--- config.mk ---
export PLATFORM = sky130hd
export DESIGN_NAME = two_bit_comparator_flat
export DESIGN_NICKNAME = d
export VERILOG_FILES = /design/src/rtl/two_bit_comparator_if.sv /design/src/rtl/two_bit_comparator.sv /design/src/flat_wrapper.sv
export SDC_FILE = /design/constraint.sdc
export NUM_CORES = 1
export LEC_CHECK = 0
export BUFFER_PORTS_ARGS = -buffer_cell sky130_fd_sc_hd__buf_2
export CORE_AREA = 2 2 39 41
export DETAILED_ROUTE_END_ITERATION = 7
export DIE_AREA = 0 0 41 43
export PLACE_DENSITY = 0.6
export SLEW_MARGIN = 20
export SYNTH_ARGS = -nofsm -noshare
export SYNTH_HDL_FRONTEND = slang
export SYNTH_SLANG_ARGS = --single-unit
--- constraint.sdc ---
create_clock -name clk -period 0.8 [get_ports clk]
set_input_delay 0.04 -clock clk [delete_from_list [all_inputs] [get_ports clk]]
set_output_delay 0.04 -clock clk [all_outputs]
set_load 0.1 [all_outputs]
--- src/rtl/two_bit_comparator_if.sv ---
// Bus bundle for two_bit_comparator: customer-code inputs, sample strobe,
// registered comparison flags and the optional statistics counters.
interface two_bit_comparator_if #(
  parameter int unsigned CNT_W = 8
);
  logic [1:0]       musteri1;
  logic [1:0]       musteri2;
  logic             in_valid;
  logic             stat_clr;
  logic             kirmizi;
  logic             yesil;
  logic             sari;
  logic             out_valid;
  logic [CNT_W-1:0] cnt_lt;
  logic [CNT_W-1:0] cnt_gt;
  logic [CNT_W-1:0] cnt_eq;

  modport master (
    output musteri1, musteri2, in_valid, stat_clr,
    input  kirmizi, yesil, sari, out_valid, cnt_lt, cnt_gt, cnt_eq
  );

  modport slave (
    input  musteri1, musteri2, in_valid, stat_clr,
    output kirmizi, yesil, sari, out_valid, cnt_lt, cnt_gt, cnt_eq
  );
endinterface

--- src/rtl/two_bit_comparator.sv ---
// Registered 2-bit unsigned comparator with red/green/yellow flags.
// Define TWO_BIT_COMPARATOR_STATS_EN to build the saturating result counters.
module two_bit_comparator #(
  parameter int unsigned CNT_W = 8
) (
  input logic                 clk,
  input logic                 rst_n,
  two_bit_comparator_if.slave bus
);

  // RES_NONE only exists between reset and the first sampled pair.
  typedef enum logic [1:0] {
    RES_NONE = 2'd0,
    RES_LT   = 2'd1,
    RES_GT   = 2'd2,
    RES_EQ   = 2'd3
  } res_e;

  res_e res_q, res_d;
  logic out_valid_q, out_valid_d;

  always_comb begin
    res_d       = res_q;
    out_valid_d = bus.in_valid;
    if (bus.in_valid) begin
      if (bus.musteri1 < bus.musteri2) begin
        res_d = RES_LT;
      end else if (bus.musteri1 > bus.musteri2) begin
        res_d = RES_GT;
      end else begin
        res_d = RES_EQ;
      end
    end
  end

  always_ff @(posedge clk or negedge rst_n) begin
    if (!rst_n) begin
      res_q       <= RES_NONE;
      out_valid_q <= 1'b0;
    end else begin
      res_q       <= res_d;
      out_valid_q <= out_valid_d;
    end
  end

  assign bus.kirmizi   = (res_q == RES_LT);
  assign bus.yesil     = (res_q == RES_GT);
  assign bus.sari      = (res_q == RES_EQ);
  assign bus.out_valid = out_valid_q;

`ifdef TWO_BIT_COMPARATOR_STATS_EN
  localparam logic [CNT_W-1:0] CNT_MAX = '1;

  logic [CNT_W-1:0] cnt_lt_q, cnt_lt_d;
  logic [CNT_W-1:0] cnt_gt_q, cnt_gt_d;
  logic [CNT_W-1:0] cnt_eq_q, cnt_eq_d;

  // Clear has priority over counting a pair sampled in the same cycle.
  always_comb begin
    cnt_lt_d = cnt_lt_q;
    cnt_gt_d = cnt_gt_q;
    cnt_eq_d = cnt_eq_q;
    if (bus.stat_clr) begin
      cnt_lt_d = '0;
      cnt_gt_d = '0;
      cnt_eq_d = '0;
    end else if (bus.in_valid) begin
      case (res_d)
        RES_LT: if (cnt_lt_q != CNT_MAX) cnt_lt_d = cnt_lt_q + CNT_W'(1);
        RES_GT: if (cnt_gt_q != CNT_MAX) cnt_gt_d = cnt_gt_q + CNT_W'(1);
        RES_EQ: if (cnt_eq_q != CNT_MAX) cnt_eq_d = cnt_eq_q + CNT_W'(1);
        default: ;
      endcase
    end
  end

  always_ff @(posedge clk or negedge rst_n) begin
    if (!rst_n) begin
      cnt_lt_q <= '0;
      cnt_gt_q <= '0;
      cnt_eq_q <= '0;
    end else begin
      cnt_lt_q <= cnt_lt_d;
      cnt_gt_q <= cnt_gt_d;
      cnt_eq_q <= cnt_eq_d;
    end
  end

  assign bus.cnt_lt = cnt_lt_q;
  assign bus.cnt_gt = cnt_gt_q;
  assign bus.cnt_eq = cnt_eq_q;
`else
  logic unused_stat_clr;

  assign unused_stat_clr = bus.stat_clr;
  assign bus.cnt_lt      = '0;
  assign bus.cnt_gt      = '0;
  assign bus.cnt_eq      = '0;
`endif

endmodule

--- src/flat_wrapper.sv ---
// flat-port wrapper written by rule: the top's interface ports become plain ports
module two_bit_comparator_flat 
#(
  parameter int unsigned CNT_W = 8
)
  (clk, rst_n, bus_musteri1, bus_musteri2, bus_in_valid, bus_stat_clr, bus_kirmizi, bus_yesil, bus_sari, bus_out_valid, bus_cnt_lt, bus_cnt_gt, bus_cnt_eq);
  two_bit_comparator_if #(.CNT_W(CNT_W)) bus_i ();
  input logic clk;
  input logic rst_n;
  input wire logic [$bits(bus_i.musteri1)-1:0] bus_musteri1;
  input wire logic [$bits(bus_i.musteri2)-1:0] bus_musteri2;
  input wire logic [$bits(bus_i.in_valid)-1:0] bus_in_valid;
  input wire logic [$bits(bus_i.stat_clr)-1:0] bus_stat_clr;
  output wire logic [$bits(bus_i.kirmizi)-1:0] bus_kirmizi;
  output wire logic [$bits(bus_i.yesil)-1:0] bus_yesil;
  output wire logic [$bits(bus_i.sari)-1:0] bus_sari;
  output wire logic [$bits(bus_i.out_valid)-1:0] bus_out_valid;
  output wire logic [$bits(bus_i.cnt_lt)-1:0] bus_cnt_lt;
  output wire logic [$bits(bus_i.cnt_gt)-1:0] bus_cnt_gt;
  output wire logic [$bits(bus_i.cnt_eq)-1:0] bus_cnt_eq;
  assign bus_i.musteri1 = bus_musteri1;
  assign bus_i.musteri2 = bus_musteri2;
  assign bus_i.in_valid = bus_in_valid;
  assign bus_i.stat_clr = bus_stat_clr;
  assign bus_kirmizi = bus_i.kirmizi;
  assign bus_yesil = bus_i.yesil;
  assign bus_sari = bus_i.sari;
  assign bus_out_valid = bus_i.out_valid;
  assign bus_cnt_lt = bus_i.cnt_lt;
  assign bus_cnt_gt = bus_i.cnt_gt;
  assign bus_cnt_eq = bus_i.cnt_eq;
  two_bit_comparator #(.CNT_W(CNT_W)) u_core (.clk(clk), .rst_n(rst_n), .bus(bus_i));
endmodule
==> flow_summary_export.csv, run 1 <==
group,metric,value,unit
clock_tree,numCtsBuffers,3,
route,finalWirelength,493,um
grt,grt_pass1_vias,160,
clock_tree,cts_root_buffer,"clkbuf_4",
logic_synthesis,synthAdderAreaFrac,7.17,%
timing,rsz0062_at_grt,"yes",
grt,grt_max_degree,6,
logic_synthesis,synthXorXnorAreaFrac,0,%
run,drv_cap,0,
clock_tree,clock_latency,0.23,ns
logic_synthesis,synth_warnings,0,
logic_synthesis,async_flop_share,100,%
place,placed_area,403,um^2
route,vias,237,
floorplanning,fp.dieW,41,um
final_layout,post-route-util,34.9,%
power,ir_drop,0.864,mV
worst_setup_path,endpoint_kind,"output pin",
timing,skew,0,ns
worst_setup_path,cp-start-kind,"flop",
worst_setup_path,path_delay_family,"flip-flops",
route,ant_nets,0,
worst_setup_path,cpMaxStageDelayCell,"dfrtp_2",
timing,hold_viol_final,0,
place,dp_hpwl,372,um
logic_synthesis,synth_edf_count,0,
timing,final.setup.worst_slack,-0.244,ns
place,dpl.cell_count,67,
logic_synthesis,synth_top_area_share,51.6,%
outcome,violations,"negative setup slack",
logic_synthesis,synth_compound_area_share,6.81,%
logic_synthesis,yosysUniqueCellTypes,12,
worst_setup_path,worst-path-buf-inv,1,
logic_synthesis,yosysSeqAreaShare,21.5,%
grt,grt-ovfl-total,0,
place,io_buffer_count,10,
floorplanning,ios,36,
clock_tree,max-clock-path-buffers,2,
route,drt_iter0_drc,3,
grt,grt_first_pass_wirelength,607,um
timing,fmax,0.958,GHz
final_layout,stdcell_count,75,
route,dr.pass1.iters,4,
final_layout,fillers,141,
timing,maxSlewViolCount,0,
logic_synthesis,synthMostInstantiatedCell,"buf_4",
final_layout,drive_gt1_share,40.7,%
power,p_leak,0.000267,uW
final_layout,final_area,483,um^2
route,detail_route.vias_per_cell,3.16,
grt,antenna_found_initial,0,
final_layout,area_growth,38.4,%
worst_setup_path,worstPathCellList,"nor2b_4, buf_12",
final_layout,ff_latch_area,78.8,um^2
place,place_congestion,0.551,
worst_setup_path,cp.arrival,1.00,ns
power,p_total,1390,uW
power,p_per_area,2890,mW/mm^2
route,drc,0,
min_path,hp-class,"input port to flop",
timing,period_minus_slack,1.04,ns
timing,fin_crit_sh,131,%
floorplanning,initial_core_util,25.2,%
logic_synthesis,synthTopCellsByArea,"buf_4, dfrtp_1, ha_1",
floorplanning,die_h,43,um
logic_synthesis,synth_simple_gate_area_share,8.60,%
worst_setup_path,worst_ep_required_time,0.76,ns
floorplanning,core-area,0.00138,mm^2
logic_synthesis,syn_area,349,um^2
clock_tree,clock-sinks,3,
final_layout,multiInputGateArea,194,um^2
worst_setup_path,worst_path_largest_cell_delay,0.41,ns
outcome,status,"finished, violations left",
floorplanning,die-area,0.00176,mm^2
clock_tree,cts_tree,"done",
clock_tree,clk_pin_slew,0.04,ns
logic_synthesis,synthTopCellsByCount,"buf_4, dfrtp_1, inv_1",
timing,setup_violations,5,
timing,fin_hold_ws,0.0602,ns
floorplanning,rows,14,
final_layout,n_antenna_cell,0,
logic_synthesis,synth_seq_cells,3,
worst_setup_path,crit_fanout,4,
route,post_drt_wl_per_cell,6.57,um
worst_setup_path,worstSetupPathType,"flop to output pin",
clock_tree,cts_max_level,1,
final_layout,fin_nets,70,
logic_synthesis,avgSynthCellArea,8.31,um^2
logic_synthesis,synth_top_family_by_area,"buffers and inverters",
logic_synthesis,muxShareOfSynthArea,0,%
logic_synthesis,netlist_instances,42,
grt,track_usage,5.74,%
logic_synthesis,synth_ff_type,"dfrtp_1",
logic_synthesis,synth_largest_area_cell,"buf_4",
[sequential cells by signal, indices dropped and copies added, names as in the netlist]
| signal | count |
|---|---|
| u_core.bus.out_valid | 1 |
| u_core.res_q | 2 |
[worst paths after layout]
path                       cells past startpoint         endpoint  slack (ns)       startpoint
setup / recovery                               2      bus_kirmizi       -0.24  u_core.res_q[0]
hold / removal                                 2  u_core.res_q[1]        0.06     bus_in_valid
setup reg to reg                               2  u_core.res_q[0]       -0.08  u_core.res_q[0]
hold reg to reg                                2  u_core.res_q[0]        0.67  u_core.res_q[0]
max in group asynchronous                      2  u_core.res_q[1]        0.54            rst_n
min in group asynchronous                      2  u_core.res_q[0]        0.14            rst_n
[power by group]
group          leakage [uW]  switching (uW)  total (uW)  internal, uW
clock network     0.0000150            77.8         265           187
registers         0.0000309            26.0         198           172
logic              0.000221             740         932           192
total              0.000267             844        1390           551
[logic make-up after synthesis]
family / after synthesis
other: 1
adder cells (fa/ha/maj): 2
AO/OA/AOI/OAI: 3
flip-flops: 3
buffers and inverters: 27
AND/OR/NAND/NOR: 6
[worst reg2reg max path: stages (launching register included)]
cell and delay (ns):
dfrtp_2 0.43, buf_6 0.13, o22a_2 0.20
[stage by stage]
step                      setup WS, ns  setup TNS, ns
after floorplan                 -0.183         -0.487
after global placement         -0.0503         -0.113
after detailed placement       -0.0592         -0.131
after CTS                       -0.270         -0.930
after global routing            -0.290         -0.993
final                           -0.244         -0.835
[metal layers]
metal  vias to the layer above  part of all wire (%)  wire [um]  global-route usage [%]
li1                        114                     -          -                       -
met1                        99                    30        147                    6.17
met2                        22                    47        232                    6.25
met3                         2                    20         98                    3.14
met4                         0                   2.8         14                    8.00
met5                         -                     0          0                       0
[area by class of cell]
class | instances | area share (%)
Sequential cell | 3 | 16.3
Tap cell | 16 | 4.15
Timing Repair Buffer | 14 | 31.6
Clock buffer | 4 | 5.44
Inverter | 3 | 2.33
Multi-Input combinational cell | 35 | 40.2
[cell usage in the layout, fill, tap and decap left out]
master,Yosys,routed
a21oi_1,1,1
a21oi_2,1,1
and2_4,0,1
buf_12,0,4
buf_2,0,6
buf_6,0,2
clkbuf_1,0,1
clkbuf_4,0,3
conb_1,1,24
dfrtp_2,0,3
dlygate4sd3_1,0,2
ha_1,2,2
inv_1,3,3
nand2_1,2,2
nor2_4,0,1
nor2b_4,0,2
o22a_2,1,1
[what timing repair did]
item                       4_1_cts  5_1_grt
pin swaps                        3        1
setup buffers                    2        0
hold endpoints to repair         4        0
cloned                           0        0
resized for setup                1        6
hold buffers                     2        0
setup endpoints to repair        4        6
Power figures use the tool's default switching activity.
==> inputs of run 2 (changes only) <==
--- a/config.mk
+++ b/config.mk
@@ -6,10 +6,12 @@
 export NUM_CORES = 1
 export LEC_CHECK = 0
 export BUFFER_PORTS_ARGS = -buffer_cell sky130_fd_sc_hd__buf_2
-export CORE_AREA = 2 2 39 41
+export CELL_PAD_IN_SITES_DETAIL_PLACEMENT = 1
+export CELL_PAD_IN_SITES_GLOBAL_PLACEMENT = 2
+export CORE_MARGIN = 1
+export CORE_UTILIZATION = 15
 export DETAILED_ROUTE_END_ITERATION = 7
-export DIE_AREA = 0 0 41 43
-export PLACE_DENSITY = 0.6
+export PLACE_DENSITY = 0.71
 export SLEW_MARGIN = 20
 export SYNTH_ARGS = -nofsm -noshare
 export SYNTH_HDL_FRONTEND = slang
==> run 2 against run 1 <==
The run still ends with negative setup slack left. Fmax increased by 0.48%. Worst hold slack got worse by 0.020 ns. Setup slack improved by 0.0050 ns. Die area increased by 43%. Via count increased by 0.42%. Wire length increased by 12%. Sequential power about the same.
==> flow_summary_export.csv, run 2 (synthesis results as in run 1) <==
group,metric,value,unit
place,place_congestion,0.632,
grt,antenna_found_initial,0,
floorplanning,die_h,50.2,um
timing,setup_violations,5,
worst_setup_path,worstRegToRegCells,3,
worst_setup_path,endpoint_kind,"output pin",
timing,final.setup.worst_slack,-0.239,ns
clock_tree,numCtsBuffers,3,
grt,use_met2,8.00,%
route,ant_nets,0,
route,dr.pass1.iters,1,
clock_tree,cts_root_buffer,"clkbuf_4",
grt,grt-busiest-layer,"met2",
floorplanning,initial_core_util,15.8,%
min_path,hp-class,"input port to flop",
grt,use_met3,3.64,%
route,drt_iter0_drc,0,
timing,skew,0,ns
outcome,violations,"negative setup slack",
clock_tree,clock_latency,0.23,ns
clock_tree,max-clock-path-buffers,2,
run,drv_cap,0,
worst_setup_path,cp.arrival,1.00,ns
final_layout,area_growth,36.9,%
clock_tree,clk_pin_slew,0.03,ns
clock_tree,cts_tree,"done",
power,p_total,1380,uW
route,detail_route.vias_per_cell,2.77,
floorplanning,rows,17,
place,pre_cts_ws,-0.0822,ns
grt,grt_pass1_vias,179,
worst_setup_path,worst_ep_required_time,0.76,ns
floorplanning,core-area,0.00221,mm^2
route,finalWirelength,553,um
outcome,status,"finished, violations left",
worst_setup_path,cpMaxStageDelayCell,"dfrtp_2",
worst_setup_path,worstPathCellList,"and2_4, buf_12",
final_layout,n_antenna_cell,0,
timing,fmax,0.962,GHz
floorplanning,die-area,0.00252,mm^2
power,p_per_area,2880,mW/mm^2
min_path,hold_depth,2,
timing,fin_crit_sh,130,%
power,p_leak,0.000259,uW
timing,rsz0062_at_grt,"yes",
worst_setup_path,worstSetupPathType,"flop to output pin",
final_layout,final_cell_mix,"conb_1, buf_2, buf_12",
grt,grt_max_degree,6,
worst_setup_path,worst_path_largest_cell_delay,0.43,ns
floorplanning,fp.dieW,50.2,um
final_layout,drive_gt1_share,39.7,%
worst_setup_path,crit_fanout,4,
worst_setup_path,cp-start-kind,"flop",
final_layout,stdcell_count,86,
final_layout,fin_nets,69,
timing,hold_viol_final,0,
timing,period_minus_slack,1.04,ns
timing,maxSlewViolCount,0,
grt,track_usage,5.12,%
grt,grt_first_pass_wirelength,793,um
clock_tree,cts_max_level,1,
place,dpl.cell_count,79,
final_layout,regMostFlops,"u_core.res_q",
place,dp_hpwl,421,um
clock_tree,clock-sinks,3,
final_layout,largest_register_ffs,2,
place,io_buffer_count,10,
route,drc,0,
power,ir_drop,0.995,mV
floorplanning,ios,36,
route,post_drt_wl_per_cell,6.43,um
final_layout,final_common_cell,"conb_1",
grt,grt-ovfl-total,0,
grt,use_met1,3.27,%
route,vias,238,
[run 2: worst paths after layout]
check / start / slack [ns] / end
worst min register to register: u_core.res_q[0] / 0.58 / u_core.res_q[0]
min in group asynchronous: rst_n / 0.12 / u_core.bus.out_valid
worst max register to register: u_core.res_q[1] / 0 / u_core.res_q[1]
max in group asynchronous: rst_n / 0.56 / u_core.res_q[0]
worst max-delay path: u_core.res_q[1] / -0.24 / bus_sari
worst min-delay path: bus_in_valid / 0.04 / u_core.res_q[1]
[run 2: worst max-delay path, delay by kind of cell (launching register included)]
kind                   cells  cell delay, ns
DFF                        1            0.43
and+or+nand+nor            1            0.18
buffers and inverters      1            0.16
[run 2: timing repair]
item                                    in CTS  in global routing
hold endpoints to repair                     4                  0
gates resized for setup                      1                  3
endpoints found under the setup margin       4                  6
setup buffers                                1                  0
pin swaps                                    1                  2
cloned                                       0                  0
hold buffers                                 2                  0
[run 2: layout make-up]
type | count | area (um^2)
Fill cell | 277 | 1730
Multi-Input combinational cell | 35 | 189
Sequential cell | 3 | 78.8
Timing Repair Buffer | 13 | 138
Inverter | 3 | 11.3
Tap cell | 28 | 35.0
Clock buffer | 4 | 26.3
[run 2: power by group]
group          switching, uW  internal, uW
registers               25.1           172
clock network           83.4           187
logic                    736           174
[run 2: per-stage QoR]
stage                     utilization, %  area [um^2]  TNS, ns  hold WS, ns
after global placement              18.9          418   -0.120       -0.164
final                               21.6          478   -0.756       0.0407
after CTS                           21.4          473   -0.927       0.0194
after global routing                21.6          478   -0.952       0.0473
after detailed placement            18.9          418   -0.193       -0.163
after floorplan                        -          453   -0.487       -0.256
[run 2: metal layers]
layer / share of wire (%) / up-vias
li1: - / 113
met5: 0 / -
met1: 28 / 104
met4: 4.9 / 0
met2: 57 / 17
met3: 10 / 4
==> inputs of run 3 (changes only) <==
--- a/config.mk
+++ b/config.mk
@@ -12,6 +12,7 @@
 export CORE_UTILIZATION = 15
 export DETAILED_ROUTE_END_ITERATION = 7
 export PLACE_DENSITY = 0.71
+export SKIP_CTS_REPAIR_TIMING = 1
 export SLEW_MARGIN = 20
 export SYNTH_ARGS = -nofsm -noshare
 export SYNTH_HDL_FRONTEND = slang
==> run 3 against run 2 <==
The run still ends with negative setup slack left. Power is 0.91% lower. Clock skew stayed put. Register-to-register slack gained 0.03 ns. Fmax increased by 0.12%. Die area is the same. Wire length shrank 4.7%. Critical endpoint unchanged. Largest cell class unchanged.
==> flow_summary_export.csv, run 3 (synthesis results as in run 1) <==
group,metric,value,unit
clock_tree,max-clock-path-buffers,2,
clock_tree,cts_root_buffer,"clkbuf_4",
outcome,status,"finished, violations left",
place,placed_area,418,um^2
timing,rsz0062_at_grt,"yes",
worst_setup_path,cp.arrival,1.00,ns
grt,grt_first_pass_wirelength,655,um
place,dp_hpwl,421,um
clock_tree,numCtsBuffers,3,
grt,track_usage,4.36,%
final_layout,n_antenna_cell,0,
route,m1WireLength,148,um
place,pre_cts_ws,-0.0822,ns
final_layout,regMostFlops,"u_core.res_q",
route,dr.pass1.iters,1,
clock_tree,clk_pin_slew,0.03,ns
clock_tree,cts_max_level,1,
floorplanning,rows,17,
floorplanning,die-area,0.00252,mm^2
route,drt_iter0_drc,0,
timing,final.setup.worst_slack,-0.238,ns
place,dpl.cell_count,79,
place,io_buffer_count,10,
grt,grt_pass1_vias,163,
power,ir_drop,0.991,mV
final_layout,final_cell_mix,"conb_1, buf_2, buf_12",
route,top_layer,"met4",
final_layout,fillers,280,
route,finalWirelength,527,um
final_layout,largest_register_ffs,2,
worst_setup_path,worst_ep_required_time,0.76,ns
final_layout,multiInputGateArea,186,um^2
clock_tree,clock-sinks,3,
grt,grt_max_degree,6,
grt,antenna_found_initial,0,
final_layout,final_area,468,um^2
worst_setup_path,crit_fanout,4,
final_layout,drive_gt1_share,36.8,%
floorplanning,die_h,50.2,um
timing,fmax,0.963,GHz
timing,fin_crit_sh,130,%
timing,hold_viol_final,0,
floorplanning,initial_core_util,15.8,%
final_layout,ff_latch_area,78.8,um^2
route,ant_nets,0,
timing,skew,0,ns
timing,setup_tns,-0.750,ns
worst_setup_path,worstSetupPathType,"flop to output pin",
route,detail_route.vias_per_cell,2.76,
clock_tree,cts_tree,"done",
final_layout,fin_nets,68,
clock_tree,clock_latency,0.23,ns
route,drc,0,
floorplanning,ios,36,
floorplanning,core-area,0.00221,mm^2
run,drv_cap,0,
final_layout,stdcell_count,85,
power,p_per_area,2920,mW/mm^2
final_layout,final_common_cell,"conb_1",
timing,setup_violations,4,
worst_setup_path,cp-start-kind,"flop",
min_path,hp-class,"input port to flop",
route,vias,235,
route,route.met2.wl,294,um
place,place_congestion,0.632,
timing,maxSlewViolCount,0,
final_layout,post-route-util,21.2,%
power,p_leak,0.000254,uW
outcome,violations,"negative setup slack",
timing,period_minus_slack,1.04,ns
worst_setup_path,endpoint_kind,"output pin",
route,wl_met3,57,um
final_layout,area_growth,34.1,%
route,post_drt_wl_per_cell,6.20,um
grt,grt-ovfl-total,0,
floorplanning,fp.dieW,50.2,um
-- run 3: cell type report --
type,count,share of cell area [%]
clock buffers,4,5.61
well taps,28,7.49
repair buffers,12,27.8
inverters,3,2.41
flip-flops and latches,3,16.8
multi-input cells,35,39.8
-- run 3: worst max-delay path, stage by stage, from the launching register on --
cell and delay, ns:
dfrtp_2 0.43, and2_4 0.18, buf_12 0.16
-- run 3: where the power goes --
| part | leakage [uW] | switching [uW] | internal, uW |
|---|---|---|---|
| registers | 0.0000309 | 25.1 | 172 |
| logic | 0.000209 | 731 | 166 |
| clock network | 0.0000150 | 83.1 | 187 |
| total | 0.000254 | 839 | 525 |
-- run 3: metrics by stage --
stage	hold slack, ns	power, uW
finish	0.0324	1360
global route	0.0405	1420
detailed placement	-0.163	1080
floorplan	-0.256	1020
global placement	-0.164	1070
CTS	-0.418	1360
-- run 3: layer usage --
layer	up-vias	global-route usage, %
met5	-	0
met4	0	7.14
met3	4	3.94
met2	17	6.00
met1	103	2.55
li1	111	-
-- run 3: path summary, 6_finish.rpt --
path	from	end	slack [ns]	cells past startpoint
min in group asynchronous	rst_n	u_core.bus.out_valid	0.13	2
min	bus_in_valid	u_core.res_q[1]	0.03	2
max in group asynchronous	rst_n	u_core.res_q[0]	0.55	2
min reg2reg	u_core.res_q[0]	u_core.res_q[0]	0.58	1
max reg2reg	u_core.res_q[0]	u_core.res_q[0]	0.03	1
max	u_core.res_q[1]	bus_sari	-0.24	2
